## src/rtl/instr_fetch_unit.sv

```systemverilog
// Instruction fetch front end: owns the fetch PC, keeps a single request outstanding
// to instruction memory and holds the returned word for the IF/ID register.
module instr_fetch_unit #(
   parameter logic [31:0] RESET_PC  = 32'h0000_0000,
   parameter logic [31:0] NOP_INSTR = 32'h0000_0013
) (
   input  logic        clock,
   input  logic        reset,
   input  logic        write_pc,
   input  logic        pc_redirect,
   input  logic [31:0] redirect_pc,
   output logic        imem_req,
   output logic [31:0] imem_addr,
   input  logic        imem_gnt,
   input  logic        imem_rvalid,
   input  logic [31:0] imem_rdata,
   output logic [31:0] instr_out,
   output logic [31:0] pc_out,
   output logic        instr_valid,
   output logic        instr_stall
);

   typedef enum logic [1:0] {
      S_REQ  = 2'd0,
      S_WAIT = 2'd1,
      S_HOLD = 2'd2
   } state_t;

   state_t      state_q, state_d;
   logic [31:0] fetch_pc_q, fetch_pc_d;
   logic        kill_q, kill_d;
   logic [31:0] hold_instr_q, hold_instr_d;
   logic        instr_valid_q, instr_valid_d;
   logic [31:0] instr_out_q, instr_out_d;
   logic [31:0] pc_out_q, pc_out_d;
   logic [31:0] redirect_target_s;

   assign redirect_target_s = {redirect_pc[31:2], 2'b00};

   // Next-state: redirect outranks every other event in each state
   always_comb begin
      state_d      = state_q;
      fetch_pc_d   = fetch_pc_q;
      kill_d       = kill_q;
      hold_instr_d = hold_instr_q;
      case (state_q)
         S_REQ: begin
            if (pc_redirect) begin
               fetch_pc_d = redirect_target_s;
               if (imem_gnt) begin
                  // Old address was already accepted; its response must be dropped
                  state_d = S_WAIT;
                  kill_d  = 1'b1;
               end else begin
                  state_d = S_REQ;
               end
            end else if (imem_gnt) begin
               state_d = S_WAIT;
            end else begin
               state_d = S_REQ;
            end
         end
         S_WAIT: begin
            if (imem_rvalid) begin
               if (pc_redirect) begin
                  fetch_pc_d = redirect_target_s;
                  kill_d     = 1'b0;
                  state_d    = S_REQ;
               end else if (kill_q) begin
                  kill_d  = 1'b0;
                  state_d = S_REQ;
               end else begin
                  hold_instr_d = imem_rdata;
                  state_d      = S_HOLD;
               end
            end else if (pc_redirect) begin
               fetch_pc_d = redirect_target_s;
               kill_d     = 1'b1;
            end else begin
               state_d = S_WAIT;
            end
         end
         S_HOLD: begin
            if (pc_redirect) begin
               fetch_pc_d = redirect_target_s;
               state_d    = S_REQ;
            end else if (write_pc) begin
               fetch_pc_d = fetch_pc_q + 32'd4;
               state_d    = S_REQ;
            end else begin
               state_d = S_HOLD;
            end
         end
         default: begin
            state_d = S_REQ;
            kill_d  = 1'b0;
         end
      endcase
   end

   // Output images derived from next state so the outputs themselves are flops
   always_comb begin
      instr_valid_d = (state_d == S_HOLD);
      if (instr_valid_d) begin
         instr_out_d = hold_instr_d;
      end else begin
         instr_out_d = NOP_INSTR;
      end
      pc_out_d = fetch_pc_d;
   end

   // State and registered output update
   always_ff @(posedge clock or posedge reset) begin
      if (reset) begin
         state_q       <= S_REQ;
         fetch_pc_q    <= RESET_PC;
         kill_q        <= 1'b0;
         hold_instr_q  <= NOP_INSTR;
         instr_valid_q <= 1'b0;
         instr_out_q   <= NOP_INSTR;
         pc_out_q      <= RESET_PC;
      end else begin
         state_q       <= state_d;
         fetch_pc_q    <= fetch_pc_d;
         kill_q        <= kill_d;
         hold_instr_q  <= hold_instr_d;
         instr_valid_q <= instr_valid_d;
         instr_out_q   <= instr_out_d;
         pc_out_q      <= pc_out_d;
      end
   end

   assign imem_req    = (state_q == S_REQ) && !reset;
   assign imem_addr   = fetch_pc_q;
   assign instr_out   = instr_out_q;
   assign pc_out      = pc_out_q;
   assign instr_valid = instr_valid_q;
   assign instr_stall = !instr_valid_q;

endmodule
```

## config.mk

```make
export PLATFORM = sky130hd
export DESIGN_NAME = instr_fetch_unit
export DESIGN_NICKNAME = d
export VERILOG_FILES = /design/src/rtl/instr_fetch_unit.sv
export SDC_FILE = /design/constraint.sdc
export NUM_CORES = 1
export LEC_CHECK = 0
export ABC_AREA = 1
export BUFFER_PORTS_ARGS = -buffer_cell sky130_fd_sc_hd__clkbuf_2
export CORE_MARGIN = 2
export CORE_UTILIZATION = 40
export DETAILED_ROUTE_END_ITERATION = 8
export PLACE_DENSITY = 0.68
export RECOVER_POWER = 100
export SLEW_MARGIN = 40
export SYNTH_ARGS = -nofsm -noshare
export SYNTH_HDL_FRONTEND = slang
export SYNTH_SLANG_ARGS = --single-unit
```

## constraint.sdc

```tcl
create_clock -name clock -period 3 [get_ports clock]
set_clock_uncertainty 0.2 [all_clocks]
set_input_delay 0.3 -clock clock [delete_from_list [all_inputs] [get_ports clock]]
set_output_delay 0.3 -clock clock [all_outputs]
set_load 0.01 [all_outputs]
```

==> reports/metrics.cfg <==
[timing]
tightest_slew_ns = 1.34
setup_violations = 0
min_period_ns = 2.31
slew-limit-headroom_pct = 10.5
tns_ns = 0
max_freq_ghz = 0.432
worst_slack_ns = 0.688
slew_violations = 0
finalHoldViolCount = 0
rsz0062_at_grt = false
fin_crit_sh_pct = 77.1

[flow_run]
max-cap-violations = 0

[logic_synthesis]
syn_area_per_cell_um2 = 8.05
ys_ff_latch = 98
yosysWarningCount = 0
synth.distinct_cells = 34
ys.flop_type = dfrtp_1
postSynthCellCount = 630
synth_edf_count = 0
synth_seq_area_share_pct = 48.5
netlist_area_um2 = 5070
synthArstFlopShare_pct = 100

[setup_path]
cp_slowest_cell = nor2_2
worstSetupEndpointType = flop
worst_setup_path_start_kind = flop
path_max_fanout = 25
crit_chain = inv_1, nand2_2, nor2_2, buf_4, nand3_1, nand2_1, nand2_1, nand2_1, inv_1
critical_path_arrival_ns = 2.36
critical-path-max-stage-delay_ns = 0.72
cpMostUsedCell = nand2_1
required_ns = 3.04
path_class = flop to flop

[pwr]
p_int_w = 0.00280
p_per_area_nw_per_um2 = 698
power.clock.fraction_pct = 26.3
leakagePower_nw = 2.93
power_w = 0.00436
p_switching_w = 0.00156
p_seq_share_pct = 44.1
p_comb_share_pct = 29.6
switching_share_pct = 35.7
peakVddDrop_mv = 0.411

[drt]
antenna_left = 0
drc_errors = 0
drtPass1Iterations = 4
vias_per_cell = 4.60
first_iter_violations = 204
wire_per_inst_um = 13.1
routed-via-count = 4439
drt_wl_total_mm = 12.7

[floorplanning]
floorplan.initialDensity_pct = 40.5
fp.dieH_um = 117
core_um2 = 12500
rows = 41
ios = 169
die_x_um = 117
die_area_um2 = 13600

[clocking]
clock_sinks = 98
clkTransAtPathRegs_ns = 0.07
cts_tree = done
cts-root-buf = clkbuf_16
cts_resized = 0
clk_latency_ns = 0.35
htree_num_levels = 3
cts_buffers = 9
cts_max_path_buffers = 2

[cells_and_area]
synthToLayoutAreaGrowth_pct = 23.1
insertedDiodeCount = 0
drive_above_1_share_pct = 18.4
final_cell_mix = nand2_1 (146), clkbuf_1 (96), dfrtp_1 (92)
nets = 860
layout_commonest_cell = nand2_1

[place]
place_ws_ns = 0.965
routabilityCongestion = 0.900
port_buffers = 162
dp_hpwl_mm = 8.54

[worst_hold_path]
hp-class = primary input to flop

[status]
outcome = complete, no violations

[global_route]
grt_overflow = 0
grt_max_degree = 72
track_usage_pct = 19.3
grt_pass1_wl_mm = 20.4
antenna_found_initial = 0
first_global_vias = 4218

[worst paths after layout]
kind                       slack [ns]              end             from  depth (start not counted)
setup / recovery                 0.69       pc_out[17]       state_q[0]                          9
hold / removal                   0.01       state_q[0]         imem_gnt                          3
setup reg to reg                 0.69       pc_out[17]       state_q[0]                          9
hold reg to reg                  0.28  hold_instr_q[0]  hold_instr_q[0]                          2
max in group asynchronous        1.06       pc_out[20]            reset                          4
min in group asynchronous        0.63    instr_out[26]            reset                          3
[synth_stat cells, types with 13 or more instances]
library cell / count / area, µm²
buf_4: 42 / 315
dfrtp_1: 92 / 2300
nand3_1: 44 / 220
o21a_1: 15 / 113
inv_1: 63 / 236
nand2_1: 145 / 544
or2_2: 28 / 175
o21ai_0: 19 / 95.1
nor2_2: 13 / 81.3
o21ai_1: 24 / 120
a21oi_1: 18 / 90.1
nor2_1: 67 / 251
[kinds of logic (layout without fill, tap and decap cells)]
| family | count (synthesis) | after routing | synth area share, % |
|---|---|---|---|
| buffers and inverters | 123 | 284 | 12.7 |
| xor gates and xnor gates | 1 | 1 | 0.173 |
| adders and majority gates | 1 | 1 | 0.247 |
| and+or+nand+nor | 320 | 320 | 28.5 |
| other | 1 | 4 | 0.0740 |
| AOI/OAI and AO/OA | 86 | 86 | 9.75 |
| DFF | 98 | 98 | 48.5 |
[cell type report]
| class | instances | area, µm² |
|---|---|---|
| tap | 172 | 215 |
| sequential | 98 | 2460 |
| timing repair buffer | 200 | 1070 |
| fill | 1301 | 6280 |
| inverter | 68 | 256 |
| clock buffer | 10 | 239 |
| multi-input combinational | 412 | 1940 |
| clock inverter | 6 | 58.8 |
[critical path: cells and delay by family (launching register included)]
kind,cells,cell delay [ns]
buf+inv,3,0.51
flops,1,0.39
simple gates,6,1.11
[registers in the layout (all words and copies together) (netlist names)]
register	count
hold_instr_q	32
instr_out	32
pc_out	30
state_q	2
instr_valid	1
kill_q	1
[power by group through the flow]
stage / clock network (W) / logic (W) / registers, W
final: 0.00115 / 0.00129 / 0.00192
after global routing: 0.00124 / 0.00150 / 0.00198
after CTS: 0.00118 / 0.00139 / 0.00193
after detailed placement: 0 / 0.00134 / 0.00195
after global placement: 0 / 0.00133 / 0.00194
after floorplan: 0 / 0.00100 / 0.00195
[per-stage QoR]
step / util (%) / instance area, µm² / hold slack (ns) / std cells
floorplan: - / 5080 / 0.212 / 633
global placement: 46.2 / 5780 / 0.225 / 917
detailed placement: 46.2 / 5780 / 0.233 / 917
CTS: 51.2 / 6400 / 0.000706 / 966
global route: 49.9 / 6240 / 0.0458 / 966
finish: 49.9 / 6240 / 0.0149 / 966
[routing by layer]
metal  share of wire, %  track usage (%)  routed length (µm)
met5                  0                0                   0
met1                 43             23.4                5520
met4                1.6             5.80                 205
met2                 48             33.5                6070
met3                7.1             5.50                 903
[what timing repair did]
item / 4_1_cts / 5_1_grt
hold buffers: 33 / 0
hold endpoints to repair: 56 / 0
buffers inserted: 0 / 0
Power figures use the tool's default switching activity.
